`src/rtl/sccomp_uart_tx.sv`:
```
// sccomp_uart_tx: memory-mapped 8N1 UART transmitter with a small byte FIFO.
// DATA at BASE+0 queues a byte; STATUS at BASE+4 reports busy/empty/full/overflow.
module sccomp_uart_tx #(
  parameter int unsigned CLKS_PER_BIT = 4,
  parameter int unsigned FIFO_DEPTH   = 4,
  parameter logic [31:0] BASE_ADDR    = 32'hFFFF_FF00
) (
  input  logic        clk,
  input  logic        clr,
  input  logic [31:0] addr,
  input  logic [31:0] wdata,
  input  logic        wmem,
  output logic [31:0] rdata,
  output logic        txd,
  output logic        busy
);

  localparam int unsigned  PTR_W     = $clog2(FIFO_DEPTH);
  localparam logic [15:0]  BAUD_LAST = 16'(CLKS_PER_BIT - 1);
  localparam logic [PTR_W:0] DEPTH_CNT = (PTR_W + 1)'(FIFO_DEPTH);

  typedef enum logic [1:0] {IDLE, START, DATA, STOP} state_t;

  state_t             state;
  state_t             state_nxt;
  logic [15:0]        baud_cnt;
  logic [2:0]         bit_cnt;
  logic [7:0]         shreg;
  logic [7:0]         mem [FIFO_DEPTH];
  logic [PTR_W-1:0]   wr_ptr;
  logic [PTR_W-1:0]   rd_ptr;
  logic [PTR_W:0]     count;
  logic               overflow;

  logic fifo_empty;
  logic fifo_full;
  logic baud_done;
  logic data_hit;
  logic stat_hit;
  logic pop;
  logic push_req;
  logic push;
  logic ovf_set;
  logic unused_wdata;

  assign fifo_empty = (count == '0);
  assign fifo_full  = (count == DEPTH_CNT);
  assign baud_done  = (baud_cnt == BAUD_LAST);
  assign data_hit   = (addr == BASE_ADDR);
  assign stat_hit   = (addr == BASE_ADDR + 32'd4);

  // The head is consumed when leaving IDLE or at the last STOP cycle, so a
  // store to a full FIFO on that same edge still finds a free slot.
  assign pop      = !fifo_empty && ((state == IDLE) || (state == STOP && baud_done));
  assign push_req = wmem && data_hit && !clr;
  assign push     = push_req && (!fifo_full || pop);
  assign ovf_set  = push_req && fifo_full && !pop;

  assign unused_wdata = ^wdata[31:8];

  always_ff @(posedge clk) begin
    if (clr) begin
      state <= IDLE;
    end else begin
      state <= state_nxt;
    end
  end

  always_comb begin
    state_nxt = state;
    unique case (state)
      IDLE:    if (!fifo_empty) state_nxt = START;
      START:   if (baud_done) state_nxt = DATA;
      DATA:    if (baud_done && bit_cnt == 3'd7) state_nxt = STOP;
      STOP:    if (baud_done) state_nxt = fifo_empty ? IDLE : START;
      default: state_nxt = IDLE;
    endcase
  end

  always_comb begin
    unique case (state)
      START:   txd = 1'b0;
      DATA:    txd = shreg[0];
      default: txd = 1'b1;
    endcase
    busy  = (state != IDLE) || !fifo_empty;
    rdata = '0;
    if (stat_hit) rdata = {28'd0, overflow, fifo_full, fifo_empty, busy};
  end

  // Baud counter restarts on every state change and on each data-bit boundary.
  always_ff @(posedge clk) begin
    if (clr) begin
      baud_cnt <= '0;
      bit_cnt  <= '0;
      shreg    <= '0;
    end else begin
      if (state_nxt != state || state == IDLE || baud_done) begin
        baud_cnt <= '0;
      end else begin
        baud_cnt <= baud_cnt + 16'd1;
      end

      if (pop) begin
        shreg <= mem[rd_ptr];
      end else if (state == DATA && baud_done) begin
        shreg <= {1'b0, shreg[7:1]};
      end

      if (state_nxt != state) begin
        bit_cnt <= '0;
      end else if (state == DATA && baud_done) begin
        bit_cnt <= bit_cnt + 3'd1;
      end
    end
  end

  always_ff @(posedge clk) begin
    if (push) mem[wr_ptr] <= wdata[7:0];
  end

  always_ff @(posedge clk) begin
    if (clr) begin
      wr_ptr   <= '0;
      rd_ptr   <= '0;
      count    <= '0;
      overflow <= 1'b0;
    end else begin
      if (push) wr_ptr <= wr_ptr + PTR_W'(1);
      if (pop)  rd_ptr <= rd_ptr + PTR_W'(1);

      unique case ({push, pop})
        2'b10:   count <= count + (PTR_W + 1)'(1);
        2'b01:   count <= count - (PTR_W + 1)'(1);
        default: count <= count;
      endcase

      // A drop on the same edge as a STATUS store leaves the flag set.
      if (ovf_set) begin
        overflow <= 1'b1;
      end else if (wmem && stat_hit) begin
        overflow <= 1'b0;
      end
    end
  end

endmodule
```
`config.mk`:
```
export PLATFORM = sky130hd
export DESIGN_NAME = sccomp_uart_tx
export DESIGN_NICKNAME = d
export VERILOG_FILES = /design/src/rtl/sccomp_uart_tx.sv
export SDC_FILE = /design/constraint.sdc
export NUM_CORES = 1
export LEC_CHECK = 0
export CAP_MARGIN = 20
export CORE_AREA = 2 2 84 86
export CTS_CLUSTER_SIZE = 10
export DETAILED_ROUTE_END_ITERATION = 12
export DIE_AREA = 0 0 86 88
export GPL_ROUTABILITY_DRIVEN = 0
export PLACE_DENSITY = 0.88
export SLEW_MARGIN = 20
export SYNTH_ARGS = -nofsm -noshare
export SYNTH_HDL_FRONTEND = slang
export SYNTH_SLANG_ARGS = --single-unit
```
`constraint.sdc`:
```
create_clock -name clk -period 7.45 [get_ports clk]
set_input_delay 1.8625 -clock clk [delete_from_list [all_inputs] [get_ports clk]]
set_output_delay 1.8625 -clock clk [all_outputs]
set_load 0.01 [all_outputs]
```
* Yosys cells after proc, flatten, opt, wreduce, memory -nomap -nowiden
Memories as Yosys holds them, arrays and structs flattened. A register that Yosys moved wholly into a read port is not among the register bits. Cells that the tools add are included.
Cells by class: shift-type cells 0, bitwise operators 0, $mul 0, muxes and demuxes 17, equal/unequal tests 11, add/sub/neg operators 6, order comparisons 0, reductions and logical operators 27, divide/modulo/power cells 0
Operators by type and width (count):
- $eq 32x32->1 const B | 2
- $add 16x1->16 const B | 1
- $eq 16x2->1 const B | 1
- $mux 8 | 2
- $mux 2 | 6
- $logic_and 1x1->1 | 10
- $pmux 2 s4 | 1
- $reduce_bool 2->1 | 4
- $add 3x1->3 const B | 2
- $eq 2x2->1 const B | 3
- $eq 3x3->1 const B | 2
- $pmux 3 s2 | 1
- $logic_or 1x1->1 | 5
- $mux 1 | 5
- $add 2x1->2 const B | 2
- $eq 2x1->1 const B | 2
- $logic_not 1->1 | 4
- $mux 4 | 1
- $reduce_or 2->1 | 2
- $logic_not 3->1 | 1
- $sub 3x1->3 const B | 1
- $logic_not 2->1 | 1
- $ne 2x2->1 | 1
- $pmux 1 s2 | 1
Word-level totals: ROM bits 0, memories kept 1, bits in latches 0, bits in registers 37, word-level logic and storage cells 70, bits in writable memories 32
Memories:
- mem | depth 4, width 8, read ports 1, clocked after Yosys merged registers in 1, wr ports 1, RTL line 29 | logic [7:0] mem [FIFO_DEPTH];

* Longest topological paths before layout
Gate-level depths: netlist of the first run.
depth in word-level cells 8, gate-level depth with buffers 10

* Least setup slack after synthesis of the first run
OpenSTA, ideal clock, no wires.
path kind input -> output, start point input addr[1], end point output rdata[0], setup slack 2477 ps, required time 5588 ps, arrival 3111 ps, stages 4, path through or4b_4 -> nor4_4 -> nand3_1 -> a21oi_1
On the way: word-level cells in the longest chain between the ends 2
Ends and longest elaborated chain:
- start: declaration | RTL line 10 | input logic [31:0] addr,
- $eq 32x32->1 | RTL line 50 | assign stat_hit = (addr == BASE_ADDR + 32'd4);
- $mux 4 | RTL line 88 | if (stat_hit) rdata = {28'd0, overflow, fifo_full, fifo_empty, busy};
- end: declaration | RTL line 13 | output logic [31:0] rdata,
No other way between the ends.

* Worst setup path after layout of the first run
Same ends and word-level chain as after synthesis.

==> run metrics, run 1 <==
status complete, no violations; initial antenna violation count 0; overall die area 7570 um^2; tightest hold margin 0.451 ns; internal power 0.708 mW; P_leak 1.38 nW; Setup crit end kind primary output; Tcrit/Tclk final 80.1%; vias 2233; total CTS buffers 9; Non-Filler Instances between 400 and 500; cts repair resizes 0; die width 86 um; Max Fanout on Critical Path 5; Pre-Repair DR Iteration Count 4; commonest cells after routing, fill and taps aside 48 x clkdlybuf4s50_1, 39 x dfxtp_1, 37 x nor2_1; routed length per placed instance about 14 um; Max-Cap Viols 0; Critical Path RT ~5.6 ns; DRC Markers 0; Cell Area, Synth 3330 um^2; Post-synth ARST share 0%; # Post-CTS Setup Buffers 0; layout cells sized above 1 8.52%; Slew @ Worst Pin 0.956 ns; CTS Root Cell clkbuf_8; gr ovfl total 0; Top FF cell, synth dfxtp_1; Max IR drop VDD 0.159 mV; ANT cells 0; Max-slew headroom 36.0%; Crit Path Class in2out; CTS Hold Bufs 0; 1st-iter DRT viols 124; largest net degree at the start of global routing 25; cells after synthesis 298; combinational power share about a quarter; Port Buffers 48; I/O pins 101; die height 88 um; htree depth 3; HPWL after detailed placement approximately 4300 um; commonest non-fill, non-tap cell in the layout clkdlybuf4s50_1; clock sinks 71; Nets 422; Syn Area/Cell 11.2 um^2; core footprint ~6600 um^2; fmax around 0.17 GHz; Final setup viols 0; initial core utilization 50.1%; vias in the first global route ~2200; Area Overhead vs Synth 17.8%; CP startpoint addr[1]; CTS tree yes; Cell Rows 30; final max-slew violation count 0; Total GRT Usage 16.7%; crit path to rdata[0]; Routed Antenna Nets 0; register bit count reported by yosys 71; worst r2r src baud_cnt[0]$_SDFF_PP0_; clock-pin slew on the worst setup and hold paths 0.07 ns; worst r2r path cells 9; sequential share of power 47.3%; Psw 0.295 mW; Vias/cell 5.17; Post-Route Setup TNS 0 ns; routed wire length 6030 um; worst hold path type reg2reg; RSZ-0062 raised after global routing false; reg2reg setup slack 3.84 ns; EDFF count, synth 32; Worst R2R End count[2]$_SDFFE_PP0P_; synth warn 0; clock power share 27.8%; Hold Fails Final Rpt 0; Yosys cell types 50; clk buf depth 2; startpoint type of the worst setup path primary input; Inst Count DP 416; post-synthesis sequential area ratio 52.4%; worst skew pair latency 0.34 ns; Sw Share 29.4%; critical path arrival 4.11 ns; PwrDens 256 nW/um^2; fin crit period 5.97 ns; first-pass GRT wire length 9750 um; skew final 0.00572 ns
==> routing by layer <==
metal | track usage (%) | up-vias | part of all wire, %
li1 | - | 1105 | -
met1 | 18.9 | 1048 | 40
met2 | 29.4 | 69 | 53
met3 | 5.28 | 11 | 6.2
met4 | 6.93 | 0 | 1.4
met5 | 0 | - | 0
==> cells by family after synthesis <==
logic type / share of synthesized area, %
AND/OR/NAND/NOR: 16.8
flip-flops: 52.4
buffers and inverters: 9.06
AO/OA/AOI/OAI: 6.96
XOR/XNOR: 4.21
multiplexers: 7.26
adder cells (fa/ha/maj): 3.23
other: 0.113
==> layout make-up <==
type	instances	area (um^2)
fillers	545	2720
inverters	9	33.8
clock inverters	6	51.3
repair buffers	48	480
well taps	80	100
multi-input cells	208	1390
flip-flops and latches	71	1740
clock buffers	10	128
==> registers in the layout, summed over array words and instances (netlist names), named ones only <==
name	flops
count	3
shreg	8
wr_ptr	2
overflow	1
mem	32
baud_cnt	16
rd_ptr	2
state	2
bit_cnt	3
==> how the worst min path moves through the flow <==
stage	startpoint	slack, ns	endpoint	cells after the start
finish	shreg[2]$_SDFFE_PP0P_	0.45	shreg[2]$_SDFFE_PP0P_	2
global placement	baud_cnt[0]$_SDFF_PP0_	0.42	baud_cnt[0]$_SDFF_PP0_	1
detailed placement	baud_cnt[0]$_SDFF_PP0_	0.44	baud_cnt[0]$_SDFF_PP0_	1
global route	shreg[2]$_SDFFE_PP0P_	0.48	shreg[2]$_SDFFE_PP0P_	2
floorplan	baud_cnt[0]$_SDFF_PP0_	0.41	baud_cnt[0]$_SDFF_PP0_	1
CTS	baud_cnt[0]$_SDFF_PP0_	0.45	baud_cnt[0]$_SDFF_PP0_	1
==> metrics by stage <==
step | power, mW | cell area [um^2] | util, % | setup slack [ns]
2_1_floorplan | 0.664 | 3430 | - | 2.48
3_3_place_gp | 0.713 | 3740 | 56.3 | 1.50
3_5_place_dp | 0.729 | 3740 | 56.3 | 1.46
4_1_cts | 1.01 | 3920 | 59.0 | 1.46
5_1_grt | 1.06 | 3920 | 59.0 | 1.36
6_report | 1.00 | 3920 | 59.0 | 1.48
==> worst max-delay path, stage by stage <==
cell and delay (ns):
clkdlybuf4s50_1 0.40, or4b_4 0.54, nor4_4 0.33, nand3_1 0.22
a21oi_1 0.18, clkdlybuf4s50_1 0.57
==> cell usage after synthesis (7+ instances only) <==
| cell type | n | area [um^2] |
|---|---|---|
| dfxtp_1 | 39 | 781 |
| nor2_1 | 37 | 139 |
| edfxtp_1 | 32 | 961 |
| buf_4 | 28 | 210 |
| a21oi_1 | 18 | 90.1 |
| nand2_1 | 16 | 60.1 |
| nand3_1 | 11 | 55.1 |
| xnor2_1 | 10 | 87.6 |
| inv_1 | 8 | 30.0 |
| mux4_2 | 8 | 180 |
| a22oi_1 | 7 | 52.6 |
| ha_1 | 7 | 87.6 |
==> power groups by stage <==
stage                     Clock, mW  Sequential [mW]  Combinational (mW)
after global placement            0            0.480               0.233
final                         0.279            0.474               0.249
after CTS                     0.286            0.474               0.249
after global routing          0.302            0.479               0.276
after detailed placement          0            0.482               0.247
after floorplan                   0            0.464               0.200
No activity file was read; power rests on OpenSTA's default activity.
==> run 2, diff against run 1 <==
--- a/config.mk
+++ b/config.mk
@@ -6,12 +6,12 @@
 export NUM_CORES = 1
 export LEC_CHECK = 0
 export CAP_MARGIN = 20
-export CORE_AREA = 2 2 84 86
+export CORE_AREA = 2 2 88 90
 export CTS_CLUSTER_SIZE = 10
 export DETAILED_ROUTE_END_ITERATION = 12
-export DIE_AREA = 0 0 86 88
+export DIE_AREA = 0 0 90 92
 export GPL_ROUTABILITY_DRIVEN = 0
-export PLACE_DENSITY = 0.88
+export PLACE_DENSITY = 0.81
 export SLEW_MARGIN = 20
 export SYNTH_ARGS = -nofsm -noshare
 export SYNTH_HDL_FRONTEND = slang
==> constraint.sdc (replaced) <==
create_clock -name clk -period 5.78 [get_ports clk]
set_input_delay 1.445 -clock clk [delete_from_list [all_inputs] [get_ports clk]]
set_output_delay 1.445 -clock clk [all_outputs]
set_load 0.01 [all_outputs]
==> run metrics, run 2 (same netlist as run 1, synthesis figures left out) <==
clock-pin slew on the worst setup and hold paths 0.07 ns (about the same); RSZ-0062 raised after global routing false (unchanged); combinational power share 23.2% (was 24.9%); initial antenna violation count 0 (unchanged); Max-slew headroom 42.7% (was 36.0%); 1st-iter DRT viols 69 (was 124); sequential share of power 45.0% (was 47.3%); routed length per placed instance 12.8 um (was 14.0 um); DRC Markers 0 (unchanged); core footprint 7450 um^2 (was 6640 um^2); Post-Route Setup TNS 0 ns (unchanged); commonest cells after routing, fill and taps aside 48 x clkdlybuf4s50_1, 39 x dfxtp_1, 37 x nor2_1 (unchanged); post-layout total power 1.35 mW (was 1.00 mW); commonest non-fill, non-tap cell in the layout clkdlybuf4s50_1 (unchanged); fin crit period 5.12 ns; largest net degree at the start of global routing 25 (unchanged); final max-slew violation count 0 (unchanged); Psw 0.389 mW (was 0.295 mW); Max Fanout on Critical Path 5 (unchanged); final setup margin 0.662 ns (was 1.48 ns); gr ovfl total 0 (unchanged); die width 90 um (was 86 um); ANT cells 0 (unchanged); HPWL after detailed placement 4290 um (was 4330 um); Port Buffers 48 (unchanged); Setup crit end kind primary output (unchanged); htree depth 3 (unchanged); Area Overhead vs Synth 20.2% (was 17.8%); Pre-Repair DR Iteration Count 4 (unchanged); clock sinks 71 (unchanged); Max IR drop VDD 0.246 mV (was 0.159 mV); Final setup viols 0 (unchanged); Total GRT Usage 14.9% (was 16.7%); Regs by FF count mem x32, baud_cnt x16, shreg x8 (unchanged); worst hold path type reg2reg (unchanged); # Post-CTS Setup Buffers 0 (unchanged); vias 2239 (was 2233); skew final 0.00650 ns (was 0.00572 ns); Critical Path RT 4.34 ns (was 5.59 ns); clock power share 31.8% (was 27.8%); CTS Root Cell clkbuf_8 (unchanged); FILL cells 670 (was 545); cts repair resizes 0 (unchanged); clk buf depth 2 (unchanged); CTS tree yes (unchanged); first-pass GRT wire length 9940 um (was 9750 um); overall die area 8280 um^2 (was 7570 um^2); Inst Count DP 439 (was 416); total CTS buffers 9 (unchanged); die height 92 um (was 88 um); fmax 0.195 GHz; initial core utilization 44.7% (was 50.1%); Crit Path Class in2out (unchanged); P_leak 1.40 nW (was 1.38 nW); startpoint type of the worst setup path primary input (unchanged); CTS Hold Bufs 0 (unchanged); internal power 0.965 mW (was 0.708 mW); max FFs per register 32 (unchanged); layout cells sized above 1 9.63% (was 8.52%); Routed Antenna Nets 0 (unchanged); Tcrit/Tclk final 88.5%; Placement Setup Slack 0.619 ns (was 1.46 ns); routed wire length 5840 um (was 6030 um); Non-Filler Instances 455 (was 432); Slew @ Worst Pin 0.856 ns (was 0.956 ns); PwrDens 339 nW/um^2 (was 256 nW/um^2); Max-Cap Viols 0 (unchanged); Sw Share 28.7% (was 29.4%); Vias/cell 4.92 (was 5.17); status complete, no violations (unchanged); I/O pins 101 (unchanged); Cell Rows 32 (was 30); Nets 423 (was 422); Biggest register mem (unchanged); worst skew pair latency 0.34 ns (about the same); Hold Fails Final Rpt 0 (unchanged); critical path arrival 3.67 ns (was 4.11 ns); vias in the first global route 2171 (was 2191)
run 2: changes by cell type in the layout (fill, tap and decap cells not counted):
cell	before	now
clkinv_4	0	1
clkinv_2	2	0
buf_4	0	1
clkinvlp_4	0	1
bufinv_16	1	2
inv_6	0	2
clkinv_1	3	0
run 2: area by class of cell:
| cell class | instances | area (um^2) | share of cell area [%] |
|---|---|---|---|
| timing repair buffer | 49 | 488 | 12.2 |
| clock buffer | 10 | 128 | 3.19 |
| clock inverter | 6 | 93.8 | 2.35 |
| inverter | 9 | 33.8 | 0.845 |
| sequential | 71 | 1740 | 43.6 |
| multi-input combinational | 208 | 1390 | 34.6 |
| tap | 102 | 128 | 3.19 |
run 2: power groups by stage:
stage,registers (mW),logic [mW],clock network (mW)
floorplan,0.599,0.258,0
global placement,0.619,0.302,0
detailed placement,0.621,0.315,0
CTS,0.610,0.315,0.441
global route,0.616,0.357,0.462
finish,0.609,0.314,0.431
run 2: critical path, stage by stage:
cell	delay, ns
clkdlybuf4s50_1	0.40
or4b_4	0.55
nor4_4	0.31
nand3_1	0.22
a21oi_1	0.18
clkdlybuf4s50_1	0.56
run 2: per-layer routing:
| metal | vias up | wire, um | part of all wire, % | track usage, % |
|---|---|---|---|---|
| met5 | - | 0 | 0 | 0 |
| met4 | 0 | 69 | 1.2 | 5.38 |
| met3 | 9 | 330 | 5.6 | 4.85 |
| met2 | 57 | 3020 | 52 | 26.0 |
| met1 | 1062 | 2430 | 42 | 17.2 |
| li1 | 1111 | - | - | - |
run 2: metrics by stage:
step	hold slack [ns]	cell area (um^2)	utilization, %
3_5_place_dp	0.433	3780	50.7
2_1_floorplan	0.413	3430	-
4_1_cts	0.444	4000	53.7
3_3_place_gp	0.423	3780	50.7
6_report	0.444	4000	53.7
5_1_grt	0.472	4000	53.7
run 2: path summary, 6_finish.rpt:
kind	startpoint	end	slack, ns	depth (start not counted)
worst max-delay path	addr[1]	rdata[0]	0.66	6
worst min-delay path	baud_cnt[0]$_SDFF_PP0_	baud_cnt[0]$_SDFF_PP0_	0.44	1
worst max register to register	baud_cnt[0]$_SDFF_PP0_	count[2]$_SDFFE_PP0P_	2.26	9
worst min register to register	baud_cnt[0]$_SDFF_PP0_	baud_cnt[0]$_SDFF_PP0_	0.44	1
